[src/rtl/bus_sequencer.sv]
// Micro-op sequencer feeding the CPU data bus: walks each decoded op through
// address, wait, route and write phases, driving per-destination selectors and write enables.
module bus_sequencer #(
    parameter int SELECTOR_WIDTH = 4,
    parameter int NUM_DEST       = 11,
    parameter int MEM_TIMEOUT    = 15
) (
    input  logic                      clk,
    input  logic                      reset_n,
    input  logic                      start,
    input  logic [2:0]                op_type,
    input  logic [SELECTOR_WIDTH-1:0] src_code,
    input  logic [SELECTOR_WIDTH-1:0] dst_code,
    input  logic                      mem_ready,
    input  logic                      alu_done,
    output logic [SELECTOR_WIDTH-1:0] pc_selector,
    output logic [SELECTOR_WIDTH-1:0] sp_selector,
    output logic [SELECTOR_WIDTH-1:0] add_selector,
    output logic [SELECTOR_WIDTH-1:0] x_selector,
    output logic [SELECTOR_WIDTH-1:0] y_selector,
    output logic [SELECTOR_WIDTH-1:0] stat_selector,
    output logic [SELECTOR_WIDTH-1:0] mem_selector,
    output logic [SELECTOR_WIDTH-1:0] fetch_selector,
    output logic [SELECTOR_WIDTH-1:0] decode_selector,
    output logic [SELECTOR_WIDTH-1:0] alu0_selector,
    output logic [SELECTOR_WIDTH-1:0] alu1_selector,
    output logic [NUM_DEST-1:0]       dst_we,
    output logic                      busy,
    output logic                      done,
    output logic                      error
);
    localparam int SW    = SELECTOR_WIDTH;
    localparam int CNT_W = $clog2(MEM_TIMEOUT + 1);

    localparam logic [2:0] OP_NOP      = 3'd0;
    localparam logic [2:0] OP_TRANSFER = 3'd1;
    localparam logic [2:0] OP_LOAD_IMM = 3'd2;
    localparam logic [2:0] OP_LOAD_MEM = 3'd3;
    localparam logic [2:0] OP_STORE    = 3'd4;
    localparam logic [2:0] OP_ALU      = 3'd5;

    localparam logic [SW-1:0] SRC_MEM  = SW'(7);
    localparam logic [SW-1:0] SRC_IMM  = SW'(8);
    localparam logic [SW-1:0] SRC_ALU  = SW'(11);
    localparam logic [SW-1:0] DST_ADD  = SW'(2);
    localparam logic [SW-1:0] DST_MEM  = SW'(6);
    localparam logic [SW-1:0] DST_LIM  = SW'(NUM_DEST);
    localparam logic [CNT_W-1:0] WAIT_LAST = CNT_W'(MEM_TIMEOUT - 1);

    typedef enum logic [2:0] {IDLE, ADDR, MEMWAIT, ROUTE, EXEC, WRITE, FINISH} state_t;

    state_t            state_reg, state_next;
    logic [2:0]        op_reg, op_next;
    logic [SW-1:0]     src_reg, src_next, dst_reg, dst_next;
    logic              addr_phase_reg, addr_phase_next;
    logic              result_phase_reg, result_phase_next;
    logic              err_reg, err_next;
    logic [CNT_W-1:0]  cnt_reg, cnt_next;

    logic [SW-1:0]       sel_reg [NUM_DEST];
    logic [SW-1:0]       sel_next [NUM_DEST];
    logic [NUM_DEST-1:0] we_reg, we_next;
    logic                busy_reg, busy_next, done_reg, done_next, error_reg, error_next;

    // Source and destination numbering differ; these pairs name the same register.
    function automatic logic same_resource(input logic [SW-1:0] src, input logic [SW-1:0] dst);
        return ((dst <= SW'(6)) && (src == dst + SW'(1))) ||
               ((dst == SW'(7) || dst == SW'(8)) && (src == dst + SW'(2)));
    endfunction

    function automatic logic is_illegal(input logic [2:0] op, input logic [SW-1:0] src,
                                        input logic [SW-1:0] dst);
        logic bad_src, bad_dst;
        bad_src = src > SRC_ALU;
        bad_dst = dst >= DST_LIM;
        case (op)
            OP_NOP:                   return 1'b0;
            OP_TRANSFER:              return bad_dst || bad_src || same_resource(src, dst);
            OP_LOAD_IMM, OP_LOAD_MEM: return bad_dst;
            OP_STORE:                 return bad_src;
            OP_ALU:                   return bad_dst || bad_src;
            default:                  return 1'b1;
        endcase
    endfunction

    always_comb begin
        state_next        = state_reg;
        op_next           = op_reg;
        src_next          = src_reg;
        dst_next          = dst_reg;
        addr_phase_next   = addr_phase_reg;
        result_phase_next = result_phase_reg;
        err_next          = err_reg;
        cnt_next          = cnt_reg;
        case (state_reg)
            IDLE: if (start) begin
                op_next           = op_type;
                src_next          = src_code;
                dst_next          = dst_code;
                addr_phase_next   = 1'b0;
                result_phase_next = 1'b0;
                err_next          = 1'b0;
                if (is_illegal(op_type, src_code, dst_code)) begin
                    err_next   = 1'b1;
                    state_next = FINISH;
                end else begin
                    case (op_type)
                        OP_NOP:                state_next = FINISH;
                        OP_LOAD_MEM, OP_STORE: state_next = ADDR;
                        default:               state_next = ROUTE;
                    endcase
                end
            end
            ADDR: begin
                if (!addr_phase_reg) begin
                    addr_phase_next = 1'b1;
                end else begin
                    cnt_next   = '0;
                    state_next = (op_reg == OP_STORE) ? ROUTE : MEMWAIT;
                end
            end
            MEMWAIT, EXEC: begin
                if ((state_reg == MEMWAIT) ? mem_ready : alu_done) begin
                    if (state_reg == EXEC) begin
                        result_phase_next = 1'b1;
                        state_next        = ROUTE;
                    end else begin
                        state_next = (op_reg == OP_STORE) ? FINISH : ROUTE;
                    end
                end else if (cnt_reg == WAIT_LAST) begin
                    err_next   = 1'b1;
                    state_next = FINISH;
                end else begin
                    cnt_next = cnt_reg + CNT_W'(1);
                end
            end
            ROUTE: state_next = WRITE;
            WRITE: begin
                cnt_next = '0;
                if (op_reg == OP_STORE)
                    state_next = MEMWAIT;
                else if (op_reg == OP_ALU && !result_phase_reg)
                    state_next = EXEC;
                else
                    state_next = FINISH;
            end
            FINISH:  state_next = IDLE;
            default: state_next = IDLE;
        endcase
    end

    // Outputs lag the state by one edge: each cycle shows what the current state decided.
    always_comb begin
        logic          route_en, operand_phase;
        logic [SW-1:0] route_dst, route_val;
        for (int i = 0; i < NUM_DEST; i++) sel_next[i] = '0;
        we_next       = '0;
        busy_next     = (state_reg != IDLE);
        done_next     = (state_reg == FINISH);
        error_next    = (state_reg == FINISH) && err_reg;
        route_en      = 1'b0;
        operand_phase = 1'b0;
        route_dst     = dst_reg;
        route_val     = src_reg;
        if (state_reg == ADDR) begin
            route_en  = 1'b1;
            route_dst = DST_ADD;
            route_val = SRC_IMM;
        end else if (state_reg == ROUTE || state_reg == WRITE) begin
            case (op_reg)
                OP_TRANSFER: route_en = 1'b1;
                OP_LOAD_IMM: begin route_en = 1'b1; route_val = SRC_IMM; end
                OP_LOAD_MEM: begin route_en = 1'b1; route_val = SRC_MEM; end
                OP_STORE:    begin route_en = 1'b1; route_dst = DST_MEM; end
                OP_ALU: begin
                    if (result_phase_reg) begin
                        route_en  = 1'b1;
                        route_val = SRC_ALU;
                    end else begin
                        operand_phase = 1'b1;
                    end
                end
                default: route_en = 1'b0;
            endcase
        end
        for (int i = 0; i < NUM_DEST; i++) begin
            if (route_en && route_dst == SW'(i)) begin
                sel_next[i] = route_val;
                we_next[i]  = (state_reg == WRITE) || (state_reg == ADDR && addr_phase_reg);
            end
        end
        if (operand_phase) begin
            sel_next[NUM_DEST-2] = src_reg;
            sel_next[NUM_DEST-1] = SRC_IMM;
            we_next[NUM_DEST-2]  = (state_reg == WRITE);
            we_next[NUM_DEST-1]  = (state_reg == WRITE);
        end
    end

    always_ff @(posedge clk or negedge reset_n) begin
        if (!reset_n) begin
            state_reg        <= IDLE;
            op_reg           <= '0;
            src_reg          <= '0;
            dst_reg          <= '0;
            addr_phase_reg   <= 1'b0;
            result_phase_reg <= 1'b0;
            err_reg          <= 1'b0;
            cnt_reg          <= '0;
            for (int i = 0; i < NUM_DEST; i++) sel_reg[i] <= '0;
            we_reg           <= '0;
            busy_reg         <= 1'b0;
            done_reg         <= 1'b0;
            error_reg        <= 1'b0;
        end else begin
            state_reg        <= state_next;
            op_reg           <= op_next;
            src_reg          <= src_next;
            dst_reg          <= dst_next;
            addr_phase_reg   <= addr_phase_next;
            result_phase_reg <= result_phase_next;
            err_reg          <= err_next;
            cnt_reg          <= cnt_next;
            for (int i = 0; i < NUM_DEST; i++) sel_reg[i] <= sel_next[i];
            we_reg           <= we_next;
            busy_reg         <= busy_next;
            done_reg         <= done_next;
            error_reg        <= error_next;
        end
    end

    assign pc_selector     = sel_reg[0];
    assign sp_selector     = sel_reg[1];
    assign add_selector    = sel_reg[2];
    assign x_selector      = sel_reg[3];
    assign y_selector      = sel_reg[4];
    assign stat_selector   = sel_reg[5];
    assign mem_selector    = sel_reg[6];
    assign fetch_selector  = sel_reg[7];
    assign decode_selector = sel_reg[8];
    assign alu0_selector   = sel_reg[9];
    assign alu1_selector   = sel_reg[10];
    assign dst_we          = we_reg;
    assign busy            = busy_reg;
    assign done            = done_reg;
    assign error           = error_reg;
endmodule

[config.mk]
export PLATFORM = sky130hd
export DESIGN_NAME = bus_sequencer
export DESIGN_NICKNAME = d
export VERILOG_FILES = /design/src/rtl/bus_sequencer.sv
export SDC_FILE = /design/constraint.sdc
export NUM_CORES = 1
export LEC_CHECK = 0
export ABC_AREA = 1
export CORE_MARGIN = 4
export CORE_UTILIZATION = 50
export DETAILED_ROUTE_END_ITERATION = 10
export GPL_TIMING_DRIVEN = 0
export PLACE_DENSITY = 0.76
export SYNTH_ARGS = -nofsm -noshare
export SYNTH_HDL_FRONTEND = slang
export SYNTH_SLANG_ARGS = --single-unit
[constraint.sdc]
create_clock -name clk -period 2.1 [get_ports clk]
set_input_delay 0.42 -clock clk [delete_from_list [all_inputs] [get_ports clk]]
set_output_delay 0.42 -clock clk [all_outputs]
set_load 0.005 [all_outputs]
==> results of run 1 <==
[stage by stage]
step	total power [mW]	util, %	area (um2)
after floorplan	3.11	-	3350
after global routing	5.21	68.9	4420
final	4.85	68.9	4420
after CTS	4.85	68.7	4410
after detailed placement	3.68	65.3	4200
after global placement	3.62	65.1	4180
[cell type report]
cell class | instances | share of cell area [%]
clock inverter | 7 | 2.01
tap | 77 | 2.18
multi-input combinational | 257 | 27.0
inverter | 42 | 3.56
sequential | 79 | 44.7
buffer | 7 | 0.792
timing repair buffer | 74 | 17.0
clock buffer | 9 | 2.80
[power breakdown]
part           switching (mW)  internal, mW
Clock                   0.591         0.573
Combinational            1.15         0.579
Sequential              0.188          1.76
[routing by layer]
metal	vias up	track usage, %	wire (um)
li1	1380	-	-
met5	-	0	0
met1	1295	26.2	3410
met2	92	29.6	3350
met4	0	6.89	106
met3	6	4.76	536
[placed cells by master (no fill, tap or decap), drive strengths merged]
cell           count
clkdlybuf4s50     70
xnor2              1
and3               1
bufinv             1
ha                 6
clkinvlp           1
clkinv             2
inv               45
xor2               1
a21oi             11
nor3               6
clkbuf            12
and3b              1
nand3b             1
o22ai              1
a32oi              1
o21ai             28
nand3             22
a211oi             1
o211ai             1
nand4              1
buf                6
nor2              81
nand2             90
o21bai             1
dlymetal6s2s       2
and2               1
o31ai              1
dfrtp             79
[worst paths after layout]
path | start | to | slack (ns) | cells past startpoint
worst max-delay path | state_reg[1] | dst_we[9] | 0.20 | 11
worst min-delay path | reset_n | cnt_reg[2] | 0.04 | 1
worst max register to register | state_reg[1] | dst_we[9] | 0.20 | 11
worst min register to register | addr_phase_reg | addr_phase_reg | 0.49 | 2
max in group asynchronous | reset_n | pc_selector[1] | 1.50 | 2
min in group clk | addr_phase_reg | addr_phase_reg | 0.49 | 2
[logic make-up after synthesis]
group                    count (synthesis)  synth area share, %
AND/OR/NAND/NOR                        204                 25.2
flip-flops                              79                 59.0
buffers and inverters                   49                 5.67
AO/OA/AOI/OAI                           45                 7.39
adder cells (fa/ha/maj)                  6                 2.24
XOR/XNOR                                 2                0.523
[critical path, cell delays in order, from the launching register on]
cell	delay, ns
dfrtp_1	0.44
inv_1	0.09
nand2_1	0.11
nor2_2	0.22
inv_2	0.12
nor2_1	0.13
inv_1	0.09
nand2_1	0.12
nor2_2	0.07
inv_1	0.06
buf_2	0.23
o21ai_1	0.10
==> results_dict.tcl, run 1 <==
set metrics [dict create \
    dieArea_um2 8080 \
    dp_hpwl_um 5640 \
    start_util_pct 52.2 \
    synth_fp_nets 407 \
    die_h_um 89.9 \
    ys_seq_elements 79 \
    largest_register_ffs 11 \
    cts_hold_repair.buffers 0 \
    async_flop_share_pct 100 \
    synth-warning-count 0 \
    rsz0062_at_grt "true" \
    die_w_um 89.9 \
    grt_use_total_pct 19.1 \
    vdd_ir_drop_max_mv 0.524 \
    layout.nets 492 \
    routed_via_density 5.02 \
    crit_type "flop to flop" \
    h-tree-depth 3 \
    maxCapViolCount 0 \
    ys.flop_type "dfrtp_1" \
    io_buffer_count 73 \
    synth_top_area_share_pct 59.0 \
    clk_pin_slew_worst_paths_ns 0.08 \
    ff_latch_area_um2 1980 \
    ioPinCount 74 \
    period_share_pct 90.3 \
    synth_area_leaders "dfrtp_1 59%, nand2_1 10%, nor2_1 8.7%" \
    ys_types 32 \
    drc_errors 0 \
    finalCriticalPeriod_ns 1.90 \
    post_cts_buffers 0 \
    antenna_found_initial 0 \
    cp_data_required_time_ns 2.33 \
    drt-initial-drc-count 99 \
    avgSynthCellArea_um2 8.71 \
    syn_inst 385 \
    skew_ns 0.00936 \
    clkLatencyLatePin_ns 0.35 \
    fillCellCount 533 \
    wl_per_cell_um 13.4 \
    slew_violations 0 \
    hold_viol_final 0 \
    grt_pass1_wl_um 12600 \
    multi_input_area_um2 1190 \
    setup_viol 0 \
    synth_edf_count 0 \
    cp-end-kind "flop" \
    dp_slack_ns -0.228 \
    layout-drive-gt1-share_pct 8.42 \
    cts_tree "built" \
    syn-cell-area_um2 3350 \
    tightest_slew_ns 0.491 \
    synthToLayoutAreaGrowth_pct 32.0 \
    vias 2773 \
    clock-sinks 79 \
    critPathMaxFanout 10 \
    fmax_mhz 527 \
    worst_hold_path_type "input port to asynchronous set/reset pin" \
    cellPowerDensity_nw_per_um2 1100 \
    yosysSeqAreaShare_pct 59.0 \
    root_buffer "clkbuf_8" \
    globalplace.congestion 0.869 \
    wl_um 7410 \
    yosysTopAreaCell "dfrtp_1" \
    core-area_um2 6420 \
    cts_resized 0 \
    overflow 0 \
    start_kind "flop" \
    rows 29 \
    first_pass_iters 4 \
    cts_buffer_depth 2 \
    antenna_cells 0 \
    leakage_nw 2.17 \
    grt_max_degree 43 \
    synth_most_common_cell "nand2_1" \
    synth_common_cells "90 x nand2_1, 79 x dfrtp_1, 78 x nor2_1" \
    cp.arrival_ns 2.12 \
    numCtsBuffers 9 \
    status "finished clean" \
    layout.cells.non_filler 552 \
    ant_nets 0 \
    setup_tns_ns 0 \
    relSlewSlack_pct 67.3 \
    holdWs_ns 0.0359 \
    dp.cells 536 \
    layout_setup_ws_ns 0.204 \
    grt_pass1_vias 2649 \
]
Power figures use the tool's default switching activity.
==> run 2, diff against run 1 <==
--- a/config.mk
+++ b/config.mk
@@ -7,10 +7,11 @@
 export LEC_CHECK = 0
 export ABC_AREA = 1
 export CORE_MARGIN = 4
-export CORE_UTILIZATION = 50
+export CORE_UTILIZATION = 52
+export CTS_BUF_LIST = sky130_fd_sc_hd__clkbuf_2
 export DETAILED_ROUTE_END_ITERATION = 10
 export GPL_TIMING_DRIVEN = 0
-export PLACE_DENSITY = 0.76
+export PLACE_DENSITY = 0.79
 export SYNTH_ARGS = -nofsm -noshare
 export SYNTH_HDL_FRONTEND = slang
 export SYNTH_SLANG_ARGS = --single-unit
==> run 2 against run 1 <==
Against the previous run:
- power is 4.9% lower
- worst setup slack better by 0.0051 ns
- highest routed layer unchanged
- die area is 3.5% lower
- non-clock buffer count increased by 1
- critical path depth unchanged
- critical endpoint unchanged
- routed wire length up 3.1%
- largest power group unchanged
- combinational power is 2% higher
==> results_dict.tcl, run 2 (same netlist as run 1, synthesis figures left out) <==
set metrics [dict create \
    status "finished clean" \
    vias 2760 \
    drc_errors 0 \
    dp.cells 534 \
    die_h_um 88.3 \
    drt-initial-drc-count 116 \
    pwr-share-comb_pct 38.3 \
    worst_hold_path_type "input port to asynchronous set/reset pin" \
    layout.cells.non_filler 551 \
    largest_register_ffs 11 \
    finalCriticalPeriod_ns 1.89 \
    antenna_cells 0 \
    fmax_mhz 529 \
    io_buffer_count 73 \
    cpPeakStageDelay_ns 0.49 \
    cp_slowest_cell "dfrtp_1" \
    clk_pin_slew_worst_paths_ns 0.24 \
    cpMostUsedCell "inv_1" \
    start_kind "flop" \
    wl_per_cell_um 13.9 \
    routed_via_density 5.01 \
    skew_ns 0.0130 \
    dp_hpwl_um 5760 \
    period_share_pct 90.0 \
    layout.nets 493 \
    layout-drive-gt1-share_pct 8.61 \
    clock-sinks 79 \
    dieArea_um2 7790 \
    numCtsBuffers 9 \
    path_buf_inv 5 \
    globalplace.congestion 0.874 \
    leakage_nw 2.13 \
    first_pass_iters 4 \
    grt_pass1_vias 2679 \
    cp_cell_sequence "inv_1 > nand2_2 > nor2_4 > inv_2 > nor2_1 > inv_1 > nand2_1 > nor2_2 > inv_1 > buf_2 > o21ai_1" \
    setup_tns_ns 0 \
    hold_viol_final 0 \
    ff_latch_area_um2 1980 \
    p_seq_share_pct 42.5 \
    root_buffer "clkbuf_2" \
    cts_buffer_depth 2 \
    synthToLayoutAreaGrowth_pct 30.2 \
    cellPowerDensity_nw_per_um2 1060 \
    cts_tree "built" \
    wl_um 7640 \
    final_common_cell "nand2_1" \
    clkLatencyLatePin_ns 0.51 \
    clockPowerShare_pct 19.2 \
    cp-end-kind "flop" \
    grt_max_degree 79 \
    rows 28 \
    ioPinCount 74 \
    crit_family "buffers and inverters" \
    multi_input_area_um2 1200 \
    power_switching_mw 1.96 \
    slew_violations 0 \
    crit_type "flop to flop" \
    cp.arrival_ns 2.32 \
    rsz0062_at_grt "false" \
    h-tree-depth 3 \
    fillCellCount 467 \
    grt_use_total_pct 21.0 \
    core-area_um2 6100 \
    maxCapViolCount 0 \
    setup_viol 0 \
    die_w_um 88.3 \
    internal-power_mw 2.65 \
    overflow 0 \
    final_cell_mix "88 x nand2_1, 78 x dfrtp_1, 77 x nor2_1" \
    grt_pass1_wl_um 12500 \
    antenna_found_initial 0 \
    critPathMaxFanout 10 \
    tightest_slew_ns 0.371 \
    ant_nets 0 \
    start_util_pct 55.0 \
    swShare_pct 42.5 \
    vdd_ir_drop_max_mv 0.557 \
    relSlewSlack_pct 75.2 \
    cp_data_required_time_ns 2.52 \
]
run 2: worst reg2reg max path, stage by stage, from the launching register on:
cell and delay (ns):
dfrtp_1 0.49, inv_1 0.11, nand2_2 0.11, nor2_4 0.16, inv_2 0.10, nor2_1 0.12, inv_1 0.09, nand2_1 0.12
nor2_2 0.06, inv_1 0.06, buf_2 0.25, o21ai_1 0.13
run 2: power groups by stage:
| stage | clock network [mW] | registers (mW) | logic (mW) |
|---|---|---|---|
| after floorplan | 0 | 1.94 | 1.16 |
| after global placement | 0 | 1.97 | 1.66 |
| after detailed placement | 0 | 1.98 | 1.71 |
| after CTS | 0.905 | 1.95 | 1.73 |
| after global routing | 0.972 | 1.99 | 2.00 |
| final | 0.886 | 1.96 | 1.77 |
run 2: path summary, 6_finish.rpt:
kind	from	end	slack, ns	cells past startpoint
min in group clk	src_code[0]	src_reg[0]	0.50	3
max in group asynchronous	reset_n	state_reg[2]	1.34	3
max reg2reg	state_reg[1]	dst_we[9]	0.21	11
min	reset_n	error	0.19	2
max	state_reg[1]	dst_we[9]	0.21	11
min reg2reg	err_reg	err_reg	0.53	2
run 2: per-layer routing:
metal | GRT usage (%) | routed length [um] | vias to the layer above
met5 | 0 | 0 | -
met4 | 8.52 | 65 | 0
met3 | 2.23 | 489 | 6
met2 | 34.1 | 3590 | 91
met1 | 29.0 | 3490 | 1276
li1 | - | - | 1387
run 2: per-stage QoR:
step | setup slack, ns | utilization [%] | area, um2 | total power [mW] | hold slack, ns
after CTS | 0.119 | 71.3 | 4340 | 4.58 | 0.146
after detailed placement | -0.246 | 68.9 | 4200 | 3.69 | 0.219
final | 0.209 | 71.6 | 4370 | 4.61 | 0.188
after global placement | -1.91 | 68.5 | 4180 | 3.62 | 0.458
after floorplan | 0.520 | - | 3350 | 3.11 | 0.124
after global routing | 0.00724 | 71.6 | 4370 | 4.96 | 0.148
run 2: timing repair:
item / 4_1_cts / 5_1_grt
setup endpoints to repair: 0 / 27
resized for setup: 0 / 6
endpoints found under the hold margin: 79 / 0
setup buffers: 0 / 0
hold buffers: 1 / 0
run 2: layout make-up:
type / instances / area share, %
clock buffer: 9 / 1.03
multi-input combinational: 257 / 27.6
inverter: 42 / 3.61
clock inverter: 7 / 2.01
sequential: 79 / 45.3
buffer: 7 / 0.745
tap: 75 / 2.15
timing repair buffer: 75 / 17.5
